===== src/rtl/io_bus_if.sv =====
// Data-memory bus slice seen by the I/O port bank: address, write data, strobes and read data.
interface io_bus_if #(
  parameter int unsigned DATA_WIDTH = 16
) ();
  logic [15:0]           io_access_addr;
  logic [DATA_WIDTH-1:0] io_in;
  logic                  io_write_en;
  logic                  io_read_en;
  logic [DATA_WIDTH-1:0] io_out;

  modport master (
    output io_access_addr, io_in, io_write_en, io_read_en,
    input  io_out
  );

  modport slave (
    input  io_access_addr, io_in, io_write_en, io_read_en,
    output io_out
  );
endinterface


===== src/rtl/io_port_bank.sv =====
// Memory-mapped bank of output latches and change-detecting input ports with a combined IRQ.
// Define IO_SYNC_EN for a two-flop input synchroniser (settle window 3) instead of one sample flop.
module io_port_bank #(
  parameter int unsigned DATA_WIDTH = 16,
  parameter int unsigned NUM_PORTS  = 4,
  parameter int unsigned PORT_BITS  = 2
) (
  input  logic                            clk,
  input  logic                            rst_n,
  io_bus_if.slave                         bus,
  input  logic [NUM_PORTS*DATA_WIDTH-1:0] io_read_device,
  output logic [NUM_PORTS*DATA_WIDTH-1:0] io_write_device,
  output logic                            io_irq
);

`ifdef IO_SYNC_EN
  localparam int unsigned SETTLE = 3;
`else
  localparam int unsigned SETTLE = 2;
`endif

  typedef logic [DATA_WIDTH-1:0] word_t;

  logic [PORT_BITS-1:0] port_idx;
  logic [1:0]           reg_sel;
  logic                 sel_ok;
  logic                 armed;
  logic [1:0]           settle_q;
  logic                 unused_addr;

  word_t out_q  [NUM_PORTS];
  word_t in_q   [NUM_PORTS];
  word_t prev_q [NUM_PORTS];
  word_t edge_q [NUM_PORTS];
  word_t mask_q [NUM_PORTS];
  word_t edge_d [NUM_PORTS];
  logic  wr_port[NUM_PORTS];
`ifdef IO_SYNC_EN
  word_t meta_q [NUM_PORTS];
`endif

  assign port_idx    = bus.io_access_addr[2 +: PORT_BITS];
  assign reg_sel     = bus.io_access_addr[1:0];
  assign sel_ok      = bus.io_access_addr[15] && (32'(port_idx) < NUM_PORTS);
  assign armed       = (settle_q == 2'(SETTLE));
  assign unused_addr = ^bus.io_access_addr;

  // W1C clear is applied before the new change bits are OR'ed in, so a simultaneous set wins.
  always_comb begin
    for (int p = 0; p < NUM_PORTS; p++) begin
      wr_port[p] = bus.io_write_en && sel_ok && (port_idx == PORT_BITS'(p));
      edge_d[p]  = edge_q[p];
      if (wr_port[p] && (reg_sel == 2'd2)) edge_d[p] = edge_d[p] & ~bus.io_in;
      if (armed) edge_d[p] = edge_d[p] | (in_q[p] ^ prev_q[p]);
    end
  end

  always_ff @(posedge clk or negedge rst_n) begin
    if (!rst_n) begin
      settle_q <= '0;
      for (int p = 0; p < NUM_PORTS; p++) begin
        out_q[p]  <= '0;
        in_q[p]   <= '0;
        prev_q[p] <= '0;
        edge_q[p] <= '0;
        mask_q[p] <= '0;
`ifdef IO_SYNC_EN
        meta_q[p] <= '0;
`endif
      end
    end else begin
      if (!armed) settle_q <= settle_q + 2'd1;
      for (int p = 0; p < NUM_PORTS; p++) begin
`ifdef IO_SYNC_EN
        meta_q[p] <= io_read_device[p*DATA_WIDTH +: DATA_WIDTH];
        in_q[p]   <= meta_q[p];
`else
        in_q[p]   <= io_read_device[p*DATA_WIDTH +: DATA_WIDTH];
`endif
        prev_q[p] <= in_q[p];
        edge_q[p] <= edge_d[p];
        if (wr_port[p] && (reg_sel == 2'd0)) out_q[p]  <= bus.io_in;
        if (wr_port[p] && (reg_sel == 2'd3)) mask_q[p] <= bus.io_in;
      end
    end
  end

  always_comb begin
    io_irq = 1'b0;
    for (int p = 0; p < NUM_PORTS; p++) begin
      io_write_device[p*DATA_WIDTH +: DATA_WIDTH] = out_q[p];
      io_irq = io_irq | (|(edge_q[p] & mask_q[p]));
    end
  end

  always_comb begin
    bus.io_out = '0;
    if (bus.io_read_en && sel_ok) begin
      for (int p = 0; p < NUM_PORTS; p++) begin
        if (port_idx == PORT_BITS'(p)) begin
          unique case (reg_sel)
            2'd0:    bus.io_out = out_q[p];
            2'd1:    bus.io_out = in_q[p];
            2'd2:    bus.io_out = edge_q[p];
            default: bus.io_out = mask_q[p];
          endcase
        end
      end
    end
  end

endmodule


===== src/flat_wrapper.sv =====
// flat-port wrapper written by rule: the top's interface ports become plain ports
module io_port_bank_flat 
#(
  parameter int unsigned DATA_WIDTH = 16,
  parameter int unsigned NUM_PORTS  = 4,
  parameter int unsigned PORT_BITS  = 2
)
  (clk, rst_n, io_read_device, io_write_device, io_irq, bus_io_access_addr, bus_io_in, bus_io_write_en, bus_io_read_en, bus_io_out);
  io_bus_if #(.DATA_WIDTH(DATA_WIDTH)) bus_i ();
  input  logic clk;
  input  logic rst_n;
  input  logic [NUM_PORTS*DATA_WIDTH-1:0] io_read_device;
  output logic [NUM_PORTS*DATA_WIDTH-1:0] io_write_device;
  output logic io_irq;
  input wire logic [$bits(bus_i.io_access_addr)-1:0] bus_io_access_addr;
  input wire logic [$bits(bus_i.io_in)-1:0] bus_io_in;
  input wire logic [$bits(bus_i.io_write_en)-1:0] bus_io_write_en;
  input wire logic [$bits(bus_i.io_read_en)-1:0] bus_io_read_en;
  output wire logic [$bits(bus_i.io_out)-1:0] bus_io_out;
  assign bus_i.io_access_addr = bus_io_access_addr;
  assign bus_i.io_in = bus_io_in;
  assign bus_i.io_write_en = bus_io_write_en;
  assign bus_i.io_read_en = bus_io_read_en;
  assign bus_io_out = bus_i.io_out;
  io_port_bank #(.DATA_WIDTH(DATA_WIDTH), .NUM_PORTS(NUM_PORTS), .PORT_BITS(PORT_BITS)) u_core (.clk(clk), .rst_n(rst_n), .bus(bus_i), .io_read_device(io_read_device), .io_write_device(io_write_device), .io_irq(io_irq));
endmodule

===== config.mk =====
export PLATFORM = sky130hd
export DESIGN_NAME = io_port_bank_flat
export DESIGN_NICKNAME = d
export VERILOG_FILES = /design/src/rtl/io_bus_if.sv /design/src/rtl/io_port_bank.sv /design/src/flat_wrapper.sv
export SDC_FILE = /design/constraint.sdc
export NUM_CORES = 1
export LEC_CHECK = 0
export BUFFER_PORTS_ARGS = -buffer_cell sky130_fd_sc_hd__buf_4
export CORE_MARGIN = 2
export CORE_UTILIZATION = 60
export CTS_CLUSTER_SIZE = 14
export DETAILED_ROUTE_END_ITERATION = 8
export PLACE_DENSITY = 0.88
export SLEW_MARGIN = 15
export SYNTH_ARGS = -nofsm -noshare
export SYNTH_HDL_FRONTEND = slang
export SYNTH_SLANG_ARGS = --single-unit

===== constraint.sdc =====
create_clock -name clk -period 3.4 [get_ports clk]
set_input_delay 0.34 -clock clk [delete_from_list [all_inputs] [get_ports clk]]
set_output_delay 0.34 -clock clk [all_outputs]
set_load 0.05 [all_outputs]

==> run_summary.xml, run 1 <==
<?xml version="1.0" encoding="UTF-8"?>
<metrics>
  <group name="route">
    <metric name="route.detailed.vias_per_inst" unit="">6.543</metric>
    <metric name="drt-wirelength-per-cell" unit="um">26.09</metric>
    <metric name="vias" unit="">10476</metric>
    <metric name="drtAntennaViolNets" unit="">0</metric>
    <metric name="firstDrtPassIters" unit="">5</metric>
    <metric name="dr.first_iter.drc_count" unit="">1127</metric>
    <metric name="drcViolationCount" unit="">0</metric>
    <metric name="finalWirelength" unit="um">41770</metric>
  </group>
  <group name="sta">
    <metric name="slew-limit-headroom" unit="%">29.00</metric>
    <metric name="period_minus_slack" unit="ps">2938</metric>
    <metric name="final_worst_path_cycle_share" unit="%">86.41</metric>
    <metric name="grt_setup_unrepaired" unit="">no</metric>
    <metric name="fin_worst_skew" unit="ps">13.71</metric>
    <metric name="max_slew.worst_pin.slew" unit="ps">1063</metric>
    <metric name="maxClockFrequency" unit="MHz">340.4</metric>
    <metric name="timing.final.hold_violations" unit="">0</metric>
    <metric name="final_critical_path_setup_slack" unit="ps">462.2</metric>
    <metric name="fin_setup_tns" unit="ps">0</metric>
    <metric name="finalSetupViolations" unit="">0</metric>
    <metric name="final-max-slew-violation-count" unit="">0</metric>
  </group>
  <group name="cts">
    <metric name="tritoncts_num_sinks" unit="">322</metric>
    <metric name="cts-hold-fix-buffers" unit="">65</metric>
    <metric name="cts_tree" unit="">built</metric>
    <metric name="insertion_delay" unit="ps">520</metric>
    <metric name="post-cts-setup-buffer-count" unit="">0</metric>
    <metric name="clock_tree.htree_level_count" unit="">2</metric>
    <metric name="ctsRootBufferMaster" unit="">sky130_fd_sc_hd__clkbuf_16</metric>
    <metric name="cts_made_buffers" unit="">34</metric>
    <metric name="cts_resized" unit="">0</metric>
    <metric name="cts_max_path_buffers" unit="">3</metric>
    <metric name="clock_transition_at_the_registers_of_the_reported_paths" unit="ps">60</metric>
  </group>
  <group name="min_path">
    <metric name="worst_min_delay_path_category" unit="">in2reg</metric>
  </group>
  <group name="die">
    <metric name="start_util" unit="%">60.47</metric>
    <metric name="core.rowCount" unit="">56</metric>
    <metric name="die_height" unit="um">157.1</metric>
    <metric name="die_w" unit="um">157.1</metric>
    <metric name="fp.dieArea" unit="um^2">24680</metric>
    <metric name="ioPinCount" unit="">181</metric>
    <metric name="core_outline_area" unit="um^2">23260</metric>
  </group>
  <group name="grt">
    <metric name="grt_pass1_wl" unit="um">63650</metric>
    <metric name="antenna_violations_before_repair" unit="">1</metric>
    <metric name="grt_use_total" unit="%">34.47</metric>
    <metric name="grt_overflow" unit="">0</metric>
    <metric name="first_global_vias" unit="">10746</metric>
    <metric name="largest_net_degree_at_the_start_of_global_routing" unit="">85</metric>
  </group>
  <group name="logic_synthesis">
    <metric name="yosys.cell_types.count" unit="">55</metric>
    <metric name="synthDominantAreaCellType" unit="">sky130_fd_sc_hd__dfrtp_1</metric>
    <metric name="synth_cells" unit="">1031</metric>
    <metric name="seq_area_frac_synth" unit="%">57.29</metric>
    <metric name="synth_top_family_by_area" unit="">multiplexers</metric>
    <metric name="muxShareOfSynthArea" unit="%">17.68</metric>
    <metric name="synthTopCellsByArea" unit="">sky130_fd_sc_hd__dfrtp_1, sky130_fd_sc_hd__mux2_2, sky130_fd_sc_hd__a22o_1</metric>
    <metric name="postSynthRegisterBits" unit="">322</metric>
    <metric name="synth_compound_gate_area_share" unit="%">11.84</metric>
    <metric name="synthArstFlopShare" unit="%">100.0</metric>
    <metric name="synthAdderAreaFrac" unit="%">0.08895</metric>
    <metric name="synth_flop_cell" unit="">sky130_fd_sc_hd__dfrtp_1</metric>
    <metric name="synth_simple_gate_area_share" unit="%">5.693</metric>
    <metric name="synth.cell_area" unit="um^2">14070</metric>
    <metric name="syn-mean-instance-area" unit="um^2">13.64</metric>
    <metric name="synth.yosys.warnings" unit="">0</metric>
    <metric name="synthMostInstantiatedCell" unit="">sky130_fd_sc_hd__dfrtp_1</metric>
    <metric name="post_synth_xor_area_fraction" unit="%">4.047</metric>
    <metric name="mappedNetlistNets" unit="">1132</metric>
    <metric name="synth_enable_flop_cells" unit="">0</metric>
    <metric name="netlist_top_cells_count" unit="">sky130_fd_sc_hd__dfrtp_1, sky130_fd_sc_hd__mux2_2, sky130_fd_sc_hd__a22o_1</metric>
    <metric name="yosysTopAreaCellShare" unit="%">57.29</metric>
  </group>
  <group name="flow_run">
    <metric name="timing.max_cap.violations" unit="">0</metric>
  </group>
  <group name="run_status">
    <metric name="outcome" unit="">finished, final reports clean</metric>
  </group>
  <group name="finish">
    <metric name="number_of_fill_cells_in_the_layout" unit="">1437</metric>
    <metric name="layout_cells_sized_above_1" unit="%">34.50</metric>
    <metric name="design.final.nets" unit="">1356</metric>
    <metric name="flow.area_growth_from_synthesis" unit="%">22.90</metric>
  </group>
  <group name="place">
    <metric name="buffer_ports.inserted" unit="">169</metric>
    <metric name="worst_slack_after_detailed_placement" unit="ps">666.7</metric>
    <metric name="routabilityCongestion" unit="">0.9844</metric>
    <metric name="final_hpwl_dp" unit="um">26620</metric>
  </group>
  <group name="setup_path">
    <metric name="top_cell_family_by_delay_on_the_critical_path" unit="">compound AO/OA/AOI/OAI gates</metric>
    <metric name="critical_path_buffers_and_inverters" unit="">1</metric>
    <metric name="critical-path-max-stage-delay" unit="ps">510</metric>
    <metric name="timing.setup.critical_path_class" unit="">reg2out</metric>
    <metric name="cp_cell_sequence" unit="">a22o_1, a221oi_1, nand4_1, or4_1, buf_4</metric>
    <metric name="critical_path.max_fanout" unit="">3</metric>
    <metric name="critPathCaptureType" unit="">primary output</metric>
    <metric name="timing.reg2reg.setup_slack" unit="ps">1400</metric>
    <metric name="timing.critical_path.from_type" unit="">register</metric>
    <metric name="crit_path_arrival_time" unit="ps">2600</metric>
    <metric name="cp_data_required_time" unit="ps">3060</metric>
    <metric name="critical-path-slowest-cell" unit="">sky130_fd_sc_hd__a221oi_1</metric>
  </group>
  <group name="power_and_ir_drop">
    <metric name="powerDensity" unit="nW/um^2">599.7</metric>
    <metric name="static_leakage" unit="nW">7.527</metric>
    <metric name="ir_drop" unit="mV">0.4570</metric>
  </group>
</metrics>
==> layer usage <==
metal	vias to the layer above	part of all wire [%]	GRT usage, %
li1	4243	-	-
met1	5304	37	44.32
met2	772	48	56.10
met3	157	10	7.874
met4	0	5.0	16.15
met5	-	0	0
==> registers in the layout, summed over array words and instances (netlist names) <==
| name | flops |
|---|---|
| u_core.settle_q | 2 |
| u_core.mask_q | 64 |
| u_core.edge_q | 64 |
| u_core.io_write_device | 64 |
| u_core.in_q | 64 |
| u_core.prev_q | 64 |
==> through the flow <==
step | total power [W] | hold WS (ps) | area (um^2) | utilization [%] | std cells
6_report | 0.01037 | 187.9 | 17290 | 74.32 | 1601
5_1_grt | 0.01067 | 196.3 | 17290 | 74.31 | 1600
4_1_cts | 0.01033 | 183.5 | 17290 | 74.31 | 1600
3_5_place_dp | 0.006624 | 387.8 | 15530 | 66.78 | 1473
3_3_place_gp | 0.006560 | 383.3 | 15530 | 66.78 | 1473
2_1_floorplan | 0.005856 | 44.41 | 14070 | - | 1031
==> layout by cell type (no fill, tap or decap), drive strengths merged, types with 2 or more instances in the layout <==
cell type	netlist	final
o21ai	23	23
a211oi	15	15
a21oi	12	12
dlygate4sd3	0	65
nand4	4	4
mux4	10	10
dfrtp	322	322
a221oi	19	19
xor2	64	64
a2111oi	7	7
a2bb2oi	2	2
inv	5	8
a31oi	2	2
o22ai	26	26
mux2i	34	34
o221ai	5	5
or3	2	2
o21a	4	4
nand2	75	75
nor2	15	15
nand3	10	10
and2	7	7
and3	2	2
a211o	5	5
clkbuf	30	51
a22oi	7	7
nor2b	13	13
nand4b	2	2
mux2	164	164
o2bb2ai	2	2
a22o	80	80
buf	42	195
nand3b	3	3
a32oi	2	2
nand2b	7	7
clkinv	0	6
a32o	3	3
==> power breakdown <==
part | internal [W] | switching [W] | total [W]
Combinational | 0.000875 | 0.00123 | 0.00211
Clock | 0.00212 | 0.00156 | 0.00368
Sequential | 0.00422 | 0.000363 | 0.00458
==> area by class of cell <==
class	count	area, um^2	share of cell area (%)
tap	319	399.1	2.309
clock buffer	51	994.7	5.754
antenna	1	2.502	0.01447
sequential	322	8058	46.61
inverter	5	18.77	0.1086
clock inverter	11	105.1	0.6079
timing repair buffer	260	2172	12.56
multi-input combinational	632	5538	32.03
==> worst paths after layout <==
check | startpoint | end | cells past startpoint
setup / recovery | u_core.edge_q[40] | io_irq | 5
hold / removal | bus_io_in[5] | u_core.io_write_device[37] | 2
max in group asynchronous | rst_n | u_core.io_write_device[34] | 3
setup reg to reg | u_core.settle_q[0] | u_core.edge_q[24] | 4
hold reg to reg | u_core.in_q[43] | u_core.prev_q[43] | 0
min in group asynchronous | rst_n | u_core.in_q[43] | 2
==> cell families (layout without fill, tap and decap cells) <==
| kind of cell | Yosys count | count (layout) |
|---|---|---|
| simple gates | 143 | 143 |
| buf+inv | 77 | 327 |
| compound gates | 215 | 215 |
| other cells | 0 | 1 |
| fa+ha+maj | 1 | 1 |
| mux | 208 | 208 |
| flops | 322 | 322 |
| xor+xnor | 65 | 65 |
No activity file was read; power rests on OpenSTA's default activity.
==> run 2: changes to the inputs <==
- CORE_UTILIZATION: 60 -> 23
- PLACE_DENSITY: 0.88 -> 0.45
==> run 2 against run 1 <==
Register-to-register slack better by 440 ps. Fmax down 5.1%. First-iteration DRC count down 50%. Critical endpoint unchanged.
==> run_summary.xml, run 2 (same netlist as run 1, synthesis figures left out) <==
<?xml version="1.0" encoding="UTF-8"?>
<metrics>
  <group name="run_status">
    <metric name="outcome" unit="">finished, final reports clean</metric>
  </group>
  <group name="grt">
    <metric name="largest_net_degree_at_the_start_of_global_routing" unit="">81</metric>
    <metric name="grt_pass1_wl" unit="um">72080</metric>
    <metric name="first_global_vias" unit="">10374</metric>
    <metric name="grt_use_total" unit="%">15.61</metric>
    <metric name="grt_overflow" unit="">0</metric>
    <metric name="antenna_violations_before_repair" unit="">0</metric>
  </group>
  <group name="min_path">
    <metric name="worst_min_delay_path_category" unit="">in2reg</metric>
    <metric name="holdCritStartpoint" unit="">bus_io_in[15]</metric>
    <metric name="worst_hold_path.num_cells" unit="">2</metric>
    <metric name="worst_hold_path.endpoint" unit="">u_core.io_write_device[31]</metric>
  </group>
  <group name="die">
    <metric name="fp.dieArea" unit="um^2">63150</metric>
    <metric name="start_util" unit="%">23.30</metric>
    <metric name="core.rowCount" unit="">90</metric>
    <metric name="die_w" unit="um">251.3</metric>
    <metric name="core_outline_area" unit="um^2">60360</metric>
    <metric name="ioPinCount" unit="">181</metric>
    <metric name="die_height" unit="um">251.3</metric>
  </group>
  <group name="finish">
    <metric name="layout_cells_sized_above_1" unit="%">35.24</metric>
    <metric name="layoutNonFillerInstCount" unit="">2073</metric>
    <metric name="insertedDiodeCount" unit="">0</metric>
    <metric name="final_cell_mix" unit="">sky130_fd_sc_hd__dfrtp_1, sky130_fd_sc_hd__buf_4, sky130_fd_sc_hd__mux2_2, sky130_fd_sc_hd__a22o_1, sky130_fd_sc_hd__nand2_1</metric>
    <metric name="final_common_cell" unit="">sky130_fd_sc_hd__dfrtp_1</metric>
    <metric name="post-route-util" unit="%">30.05</metric>
    <metric name="flow.area_growth_from_synthesis" unit="%">28.96</metric>
    <metric name="design.final.nets" unit="">1362</metric>
  </group>
  <group name="sta">
    <metric name="final-max-slew-violation-count" unit="">0</metric>
    <metric name="timing.final.hold_violations" unit="">0</metric>
    <metric name="period_minus_slack" unit="ps">3097</metric>
    <metric name="fin_worst_hold_slack" unit="ps">161.9</metric>
    <metric name="finalSetupViolations" unit="">0</metric>
    <metric name="slew-limit-headroom" unit="%">27.85</metric>
    <metric name="maxClockFrequency" unit="MHz">322.9</metric>
    <metric name="fin_worst_skew" unit="ps">26.46</metric>
    <metric name="grt_setup_unrepaired" unit="">no</metric>
    <metric name="max_slew.worst_pin.slew" unit="ps">1080</metric>
    <metric name="fin_setup_tns" unit="ps">0</metric>
    <metric name="final_critical_path_setup_slack" unit="ps">303.0</metric>
    <metric name="final_worst_path_cycle_share" unit="%">91.09</metric>
  </group>
  <group name="setup_path">
    <metric name="timing.reg2reg.setup_slack" unit="ps">1840</metric>
    <metric name="critPathCaptureType" unit="">primary output</metric>
    <metric name="timing.critical_path.from_type" unit="">register</metric>
    <metric name="timing.setup.critical_path_class" unit="">reg2out</metric>
    <metric name="rr_worst_depth" unit="">3</metric>
    <metric name="critical_path.max_fanout" unit="">3</metric>
    <metric name="cp_data_required_time" unit="ps">3060</metric>
    <metric name="critical-path-max-stage-delay" unit="ps">700</metric>
    <metric name="timing.rr.end" unit="">u_core.settle_q[1]</metric>
    <metric name="critical_path_buffers_and_inverters" unit="">1</metric>
    <metric name="r2r-start" unit="">u_core.settle_q[0]</metric>
    <metric name="crit_path_arrival_time" unit="ps">2760</metric>
    <metric name="critical-path-slowest-cell" unit="">sky130_fd_sc_hd__or4_1</metric>
    <metric name="top_cell_family_by_delay_on_the_critical_path" unit="">simple AND/OR/NAND/NOR gates</metric>
    <metric name="cp_cell_sequence" unit="">a22o_1, a221oi_1, nand4_1, or4_1, buf_4</metric>
  </group>
  <group name="cts">
    <metric name="insertion_delay" unit="ps">560</metric>
    <metric name="clock_tree.htree_level_count" unit="">2</metric>
    <metric name="cts-hold-fix-buffers" unit="">65</metric>
    <metric name="tritoncts_num_sinks" unit="">322</metric>
    <metric name="ctsRootBufferMaster" unit="">sky130_fd_sc_hd__clkbuf_16</metric>
    <metric name="cts_tree" unit="">built</metric>
    <metric name="cts_made_buffers" unit="">40</metric>
    <metric name="cts_resized" unit="">0</metric>
    <metric name="clock_transition_at_the_registers_of_the_reported_paths" unit="ps">60</metric>
    <metric name="cts_max_path_buffers" unit="">3</metric>
    <metric name="post-cts-setup-buffer-count" unit="">0</metric>
  </group>
  <group name="place">
    <metric name="buffer_ports.inserted" unit="">169</metric>
    <metric name="final_hpwl_dp" unit="um">35220</metric>
    <metric name="worst_slack_after_detailed_placement" unit="ps">545.5</metric>
    <metric name="dpl.cell_count" unit="">1936</metric>
    <metric name="routabilityCongestion" unit="">0.8156</metric>
  </group>
  <group name="route">
    <metric name="drt-wirelength-per-cell" unit="um">23.63</metric>
    <metric name="vias" unit="">9630</metric>
    <metric name="route.detailed.vias_per_inst" unit="">4.645</metric>
    <metric name="dr.first_iter.drc_count" unit="">569</metric>
    <metric name="finalWirelength" unit="um">48980</metric>
    <metric name="firstDrtPassIters" unit="">5</metric>
    <metric name="drtAntennaViolNets" unit="">0</metric>
    <metric name="drcViolationCount" unit="">0</metric>
  </group>
  <group name="power_and_ir_drop">
    <metric name="ir_drop" unit="mV">0.3073</metric>
    <metric name="powerDensity" unit="nW/um^2">608.7</metric>
    <metric name="static_leakage" unit="nW">7.658</metric>
  </group>
  <group name="flow_run">
    <metric name="timing.max_cap.violations" unit="">0</metric>
  </group>
</metrics>
==> run 2: power breakdown <==
group / internal [W] / switching, W / leakage, nW
Sequential: 0.00422 / 0.000350 / 3.71
Clock: 0.00263 / 0.00170 / 0.665
Combinational: 0.000877 / 0.00126 / 3.28
==> run 2: final cells by class <==
cell class,instances,area [um^2]
sequential,322,8058
inverter,5,18.77
tap,782,978.4
clock buffer,59,1214
timing repair buffer,260,2185
multi-input combinational,632,5548
clock inverter,13,138.9
fill,6167,42220
==> run 2: worst register-to-register path, cell delays in order (launching register included) <==
cell	delay (ps)
sky130_fd_sc_hd__dfrtp_1	380
sky130_fd_sc_hd__inv_1	100
sky130_fd_sc_hd__ha_4	720
sky130_fd_sc_hd__o21ai_0	210
==> run 2: metrics by stage <==
stage / total power (W) / cell area (um^2)
finish: 0.01104 / 18140
floorplan: 0.005856 / 14070
global placement: 0.006725 / 16140
detailed placement: 0.006745 / 16140
CTS: 0.01121 / 18140
global route: 0.01151 / 18140
==> run 2: per-layer routing <==
layer  track usage, %  share of wire (%)
met5                0                  0
met4            4.575                2.7
met2            25.95                 49
met3            3.096                4.7
met1            20.53                 44
==> run 2: worst max path at each step <==
stage,from,depth (start not counted),end,slack (ps)
after global routing,u_core.edge_q[9],5,io_irq,190
after floorplan,bus_io_access_addr[0],7,bus_io_out[0],650
after detailed placement,bus_io_access_addr[0],6,bus_io_out[12],550
after global placement,bus_io_access_addr[0],6,bus_io_out[12],550
final,u_core.edge_q[53],5,io_irq,300
after CTS,u_core.edge_q[9],5,io_irq,260
